## src/rtl/dsp_addsub_arbiter.sv

```systemverilog
// Round-robin arbiter sharing one 32-bit DSP add/sub unit between two requesters.
// Operands are registered into the DSP; results return two cycles later, tagged by owner.
module dsp_addsub_arbiter #(
    parameter int unsigned WIDTH = 32
) (
    input  logic             clk,
    input  logic             reset,
    input  logic             stall,
    input  logic             req0_valid,
    output logic             req0_ready,
    input  logic [WIDTH-1:0] req0_a,
    input  logic [WIDTH-1:0] req0_b,
    input  logic             req0_sub,
    input  logic             req1_valid,
    output logic             req1_ready,
    input  logic [WIDTH-1:0] req1_a,
    input  logic [WIDTH-1:0] req1_b,
    input  logic             req1_sub,
    output logic             rsp0_valid,
    output logic             rsp1_valid,
    output logic [WIDTH-1:0] rsp_data,
    output logic             rsp_zero,
    output logic [WIDTH-1:0] dsp_in1,
    output logic [WIDTH-1:0] dsp_in2,
    output logic             dsp_sub,
    input  logic [WIDTH-1:0] dsp_out,
    output logic             busy
);

    logic last;
    logic s1_valid;
    logic s1_id;
    logic s2_valid;
    logic s2_id;
    logic grant0;
    logic grant1;
    logic xfer;

    // A lone requester wins; on contention the one not granted last time wins.
    always_comb begin
        grant0 = 1'b0;
        grant1 = 1'b0;
        if (!reset && !stall) begin
            grant0 = req0_valid && (!req1_valid || last);
            grant1 = req1_valid && (!req0_valid || !last);
        end
    end

    assign req0_ready = grant0;
    assign req1_ready = grant1;
    assign xfer       = grant0 | grant1;

    // S1 captures the winner's operands; S2 captures the DSP result.
    always_ff @(posedge clk) begin
        if (reset) begin
            last     <= 1'b1;
            s1_valid <= 1'b0;
            s1_id    <= 1'b0;
            dsp_in1  <= '0;
            dsp_in2  <= '0;
            dsp_sub  <= 1'b0;
            s2_valid <= 1'b0;
            s2_id    <= 1'b0;
            rsp_data <= '0;
            rsp_zero <= 1'b0;
        end else if (!stall) begin
            if (xfer) begin
                dsp_in1 <= grant1 ? req1_a : req0_a;
                dsp_in2 <= grant1 ? req1_b : req0_b;
                dsp_sub <= grant1 ? req1_sub : req0_sub;
                s1_id   <= grant1;
                last    <= grant1;
            end
            s1_valid <= xfer;
            s2_valid <= s1_valid;
            s2_id    <= s1_id;
            rsp_data <= dsp_out;
            rsp_zero <= (dsp_out == '0);
        end
    end

    assign rsp0_valid = s2_valid && !s2_id;
    assign rsp1_valid = s2_valid && s2_id;
    assign busy       = s1_valid | s2_valid;

endmodule

```

## config.mk

```make
export PLATFORM = sky130hd
export DESIGN_NAME = dsp_addsub_arbiter
export DESIGN_NICKNAME = d
export VERILOG_FILES = /design/src/rtl/dsp_addsub_arbiter.sv
export SDC_FILE = /design/constraint.sdc
export NUM_CORES = 1
export LEC_CHECK = 0
export CAP_MARGIN = 10
export CORE_MARGIN = 5
export CORE_UTILIZATION = 35
export DETAILED_ROUTE_END_ITERATION = 8
export PLACE_DENSITY = 0.9
export RECOVER_POWER = 25
export REMOVE_ABC_BUFFERS = 1
export SKIP_LAST_GASP = 1
export SYNTH_ARGS = -nofsm -noshare
export SYNTH_HDL_FRONTEND = slang
export SYNTH_SLANG_ARGS = --single-unit
```

## constraint.sdc

```tcl
create_clock -name clk -period 1.3 [get_ports clk]
set_input_delay 0.26 -clock clk [delete_from_list [all_inputs] [get_ports clk]]
set_output_delay 0.26 -clock clk [all_outputs]
set_load 0.005 [all_outputs]
```

== Word level (Yosys, flattened, before mapping) ==
Index checks and enable logic that the tools add are counted.
Word-level totals
  output and inout bits: 103
  register bits after elaboration: 103
  word-level logic and storage cells: 33
  input bits: 167
Operators by class
  bitwise logic cells: 3
  reductions and logical operators: 15
  mux-type cells: 5
Operator list (count)
  two-way mux 32 bit: 2
  zero test 32 bit: 1
  zero test 1 bit: 6
  logical AND 1 bit: 5
  two-way mux 1 bit: 3
  logical OR 1 bit: 2
  bitwise OR 1 bit: 2
  AND reduction 2 bit: 1
  NOT 1 bit: 1

== Depth between registers and ports, before layout ==
  depth after elaboration: 6
  depth in mapped cells: 6
  depth with buffers taken out: 3

== Worst setup path before layout ==
OpenSTA, ideal clock, no wires.
  kind: input to register
  from: input reset
  to: register dsp_in1[16]
  setup slack: -72 ps
  path buffers: 3
  library setup time: 142 ps
  arrival time: 1230 ps
  stages: 6
  data required time: 1158 ps
  cell sequence: buf_6 -> a211o_1 -> buf_4 -> buf_2 -> o21ai_1 -> a311oi_2
On the way
  cells in the longest elaborated chain, start to end: 5
  elaborated cells between the ends (all ways): 7
  classes of those cells: 3 x mux; 1 x bitwise; 3 x reduce/logical
Ends and longest elaborated chain
  start, declared: RTL line 7  | input logic reset,
  zero test 1 bit: RTL line 43  | if (!reset && !stall) begin
  logical AND 1 bit: RTL line 43
  two-way mux 1 bit: RTL line 43
  bitwise OR 1 bit: RTL line 51  | assign xfer = grant0 | grant1;
  AND reduction 2 bit (no line)
  end signal, assigned: RTL line 68  | dsp_in1 <= grant1 ? req1_a : req0_a;
  end, declared: RTL line 23  | output logic [WIDTH-1:0] dsp_in1,
Several ways; a longest one is shown, not always the timed one.
A chain may end at the register's enable or synchronous reset.

== Final worst setup path ==
  from: register last
  to: register dsp_in1[2]
On the way
  cells in the longest elaborated chain, start to end: 6
  elaborated cells between the ends (all ways): 10
  classes of those cells: 3 x mux; 1 x bitwise; 6 x reduce/logical
Ends and longest elaborated chain
  start, declared: RTL line 30  | logic last;
  start signal, assigned: RTL line 72  | last <= grant1;
  zero test 1 bit: RTL line 45  | grant1 = req1_valid && (!req0_valid || !last);
  logical OR 1 bit: RTL line 45
  logical AND 1 bit: RTL line 45
  two-way mux 1 bit: RTL line 43
  bitwise OR 1 bit: RTL line 51
  AND reduction 2 bit (no line)
Several ways; a longest one is shown, not always the timed one.

==> out/results.env <==
WORST_R2R_STARTPOINT='last'
SYN_AREA_SQ_UM=4680
CLOCK_TREE.BUFFER_DEPTH=2
ARRIVAL_NS=1.72
CTS.HTREE.LEVELS=3
WORST-R2R-CELL-COUNT=5
CORE_SQ_UM=13200
CRIT_PATH_MAX_FANOUT=38
CLK_TRANSITION_REPORTED_PATHS_NS=0.07
YS_FF_LATCH=103
FF2FF_SETUP_SLACK_NS=-0.23
FP.DIEAREA_SQ_UM=15800
FIN_SKEW_NS=0.00862
AVGROUTEDWIREPERCELL_UM=19.4
NUM_IO_PINS=270
RSZ_0062_RAISED_AFTER_GLOBAL_ROUTING='true'
CTS_TREE='done'
FINALSETUPTNS_NS=-11.65
OUTCOME='complete, but fails checks'
NUMBER_OF_ANTENNA_VIOLATIONS_AT_THE_FIRST_CHECK_IN_GLOBAL_ROUTING=0
CLOCK-SINKS=103
CP-END-KIND='register'
GRT_USE_TOTAL_PCT=22.6
WORSTPATHREQUIRED_NS=1.49
SYNTH_INSTANCES=530
FP.DIEH_UM=126
POST_SYNTH.CELL_AREA_AVG_SQ_UM=8.83
GLOBALPLACE.CONGESTION=0.857
FIRST_PASS_GRT_WIRE_LENGTH_UM=28500
FIN_TOTAL_PWR_uW=7820
ANTENNA-DIODE-COUNT=0
VIOLATIONS='setup timing'
MIN_TO='dsp_in1[5]'
FIRST_PASS_ITERS=4
TIMING_MAX_TRANSITION_VIOLATIONS_FINAL=0
IO_BUFFERS=269
NETLIST-CELL-TYPE-COUNT=34
MAX-SLEW-MARGIN-REL_PCT=52.9
TIMING_HOLD_VIOLATIONS_FINAL=0
MAXCAPVIOLATIONS=0
POWER.IR.VDD_WORST_mV=0.495
WORST_HOLD_PATH_TYPE='primary input to register'
INITIALDRTVIOLATIONCOUNT=368
STANDARD_CELL_ROW_COUNT=42
DIE_SPAN_IN_X_UM=126
FINAL_ANTENNA_NET_COUNT=0
GRT_START_MAX_NET_PINS=57
HOLD_BUFFERS_POST_CTS=0
REGISTER_AREA_SHARE_AFTER_SYNTHESIS_PCT=44.1
FINALWORSTPATHREQUIREDPERIOD_NS=1.53
GRT_OVERFLOW=0
SYNTHESIS.YOSYS.WARNINGS=0
POST_LAYOUT_NET_COUNT=965
CTS-BUFFERS-INSERTED=9
FIN_WS_NS=-0.226
FMAX_GHz=0.655
AREA.GROWTH.SYNTH_TO_FINAL_PCT=74.0
CLK_ROOT_BUFFER_CELL='clkbuf_16'
DRIVE_ABOVE_1_SHARE_PCT=16.1
POSTROUTEWIRELENGTH_UM=19000
WORST_SLEW_PIN_SLEW_NS=0.707
FILLER_CELL_COUNT=1117
TIMING.HOLD.WORST.START='req1_valid'
POST-ROUTE-PERIOD-UTIL_PCT=117
MIN_PATH_CELLS=3
TERMINUS_OF_THE_CRITICAL_FLOP_TO_FLOP_PATH='dsp_in1[2]'
CRITPATHLAUNCH='last'
VIAS=5455
TIMING.CRITICAL_PATH.FROM_TYPE='register'
WORST_SKEW_PAIR.LATE_LATENCY_NS=0.34
FLOORPLAN.INITIALDENSITY_PCT=35.5
AVGVIACOUNTPERCELL=5.57
HALF_PERIMETER_WIRE_LENGTH_OF_THE_DETAILED_PLACEMENT_RESULT_UM=13300
TIMING.SETUP.CRITICAL_PATH_CLASS='register to register'
STATIC-LEAKAGE-POWER_uW=0.00329
PWR_DENSITY_nW_PER_UM2=961
DRC=0
FIRST_GLOBAL_VIAS=5142
FINALSETUPVIOLATIONS=75
layout by cell type (no fill, tap or decap), types with 14 or more instances in the layout:
master,count
dfxtp_2,14
dlygate4sd2_1,99
a311oi_2,22
a21oi_1,66
o21ai_0,26
clkdlybuf4s50_1,161
nand3_1,62
mux2i_1,34
dfxtp_1,89
a311oi_1,43
nor2_1,34
o21ai_1,38
buf_4,37
worst max path at each step:
stage | endpoint | slack (ns) | cells after the start
5_1_grt | dsp_in2[19] | -0.31 | 5
3_5_place_dp | req1_ready | -0.87 | 4
3_3_place_gp | req1_ready | -0.88 | 4
2_1_floorplan | dsp_in1[11] | -1.62 | 3
4_1_cts | req1_ready | -0.30 | 3
6_report | dsp_in1[2] | -0.23 | 5
through the flow:
step	hold slack, ns	setup slack (ns)	cells	utilization (%)	area [sq um]
after CTS	0.269	-0.301	976	60.7	8010
after global routing	0.312	-0.308	979	61.7	8140
after floorplan	0.328	-1.62	463	-	4360
after global placement	0.459	-0.882	955	58.4	7700
after detailed placement	0.465	-0.872	955	58.4	7700
final	0.289	-0.226	979	61.7	8140
where the power goes:
part / leakage (uW) / internal, uW / switching, uW
logic: 0.00230 / 1020 / 800
clock network: 0.000132 / 1300 / 1250
registers: 0.000853 / 3360 / 93.6
state kept, by name, summed over array words and instances, names as in the netlist:
| name | cells |
|---|---|
| dsp_in1 | 32 |
| dsp_in2 | 32 |
| dsp_sub | 1 |
| last | 1 |
| rsp_data | 32 |
| rsp_zero | 1 |
| s1_id | 1 |
| s1_valid | 1 |
| s2_id | 1 |
| s2_valid | 1 |
worst max-delay path, cell delays in order (launching register included):
cell and delay (ns):
dfxtp_2 0.34, a211o_4 0.34, buf_6 0.19, buf_12 0.20, o21ai_1 0.18, a311oi_2 0.12
metal layers:
metal | global-route usage [%] | vias up | part of all wire, %
met3 | 6.56 | 45 | 9.1
met2 | 36.3 | 313 | 46
li1 | - | 2538 | -
met1 | 28.2 | 2559 | 41
met5 | 0 | - | 0
met4 | 9.89 | 0 | 3.3
timing repair:
action                                  4_1_cts  5_1_grt
pin swaps                                    22       13
endpoints found under the setup margin      169       69
resized for setup                           148       18
setup buffers                                 2        2
gates cloned                                  3        1
Yosys cell counts, drive strengths merged:
master    n  area, sq um
a211o     1         8.76
a211oi    1         12.5
a21oi    66          330
a311oi   65          644
and2      2         15.0
buf      39          215
clkbuf   28          109
dfxtp   103         2060
inv       2         7.50
mux2i    34          340
nand2     3         11.3
nand2b    1         6.26
nand3    65          325
nand3b    1         7.51
nand4     2         12.5
nor2     36          138
nor2b     2         12.5
nor4      8         50.1
o211a     1         10.0
o21ai    65          325
o22ai     1         6.26
o32ai     1         8.76
o41ai     1         8.76
or2       2         12.5
cell families after synthesis:
family,count (synthesis),synth area share [%]
mux,34,7.27
buf+inv,69,7.09
compound gates,202,29.0
flops,103,44.1
simple gates,122,12.6
cell type report:
| type | instances | area, sq um | area share, % |
|---|---|---|---|
| clock buffer | 9 | 225 | 2.77 |
| clock inverter | 7 | 47.5 | 0.584 |
| inverter | 2 | 7.51 | 0.0922 |
| multi-input combinational | 358 | 2440 | 30.0 |
| sequential | 103 | 2080 | 25.5 |
| tap | 176 | 220 | 2.70 |
| timing repair buffer | 324 | 3120 | 38.4 |
Power figures use the tool's default switching activity.
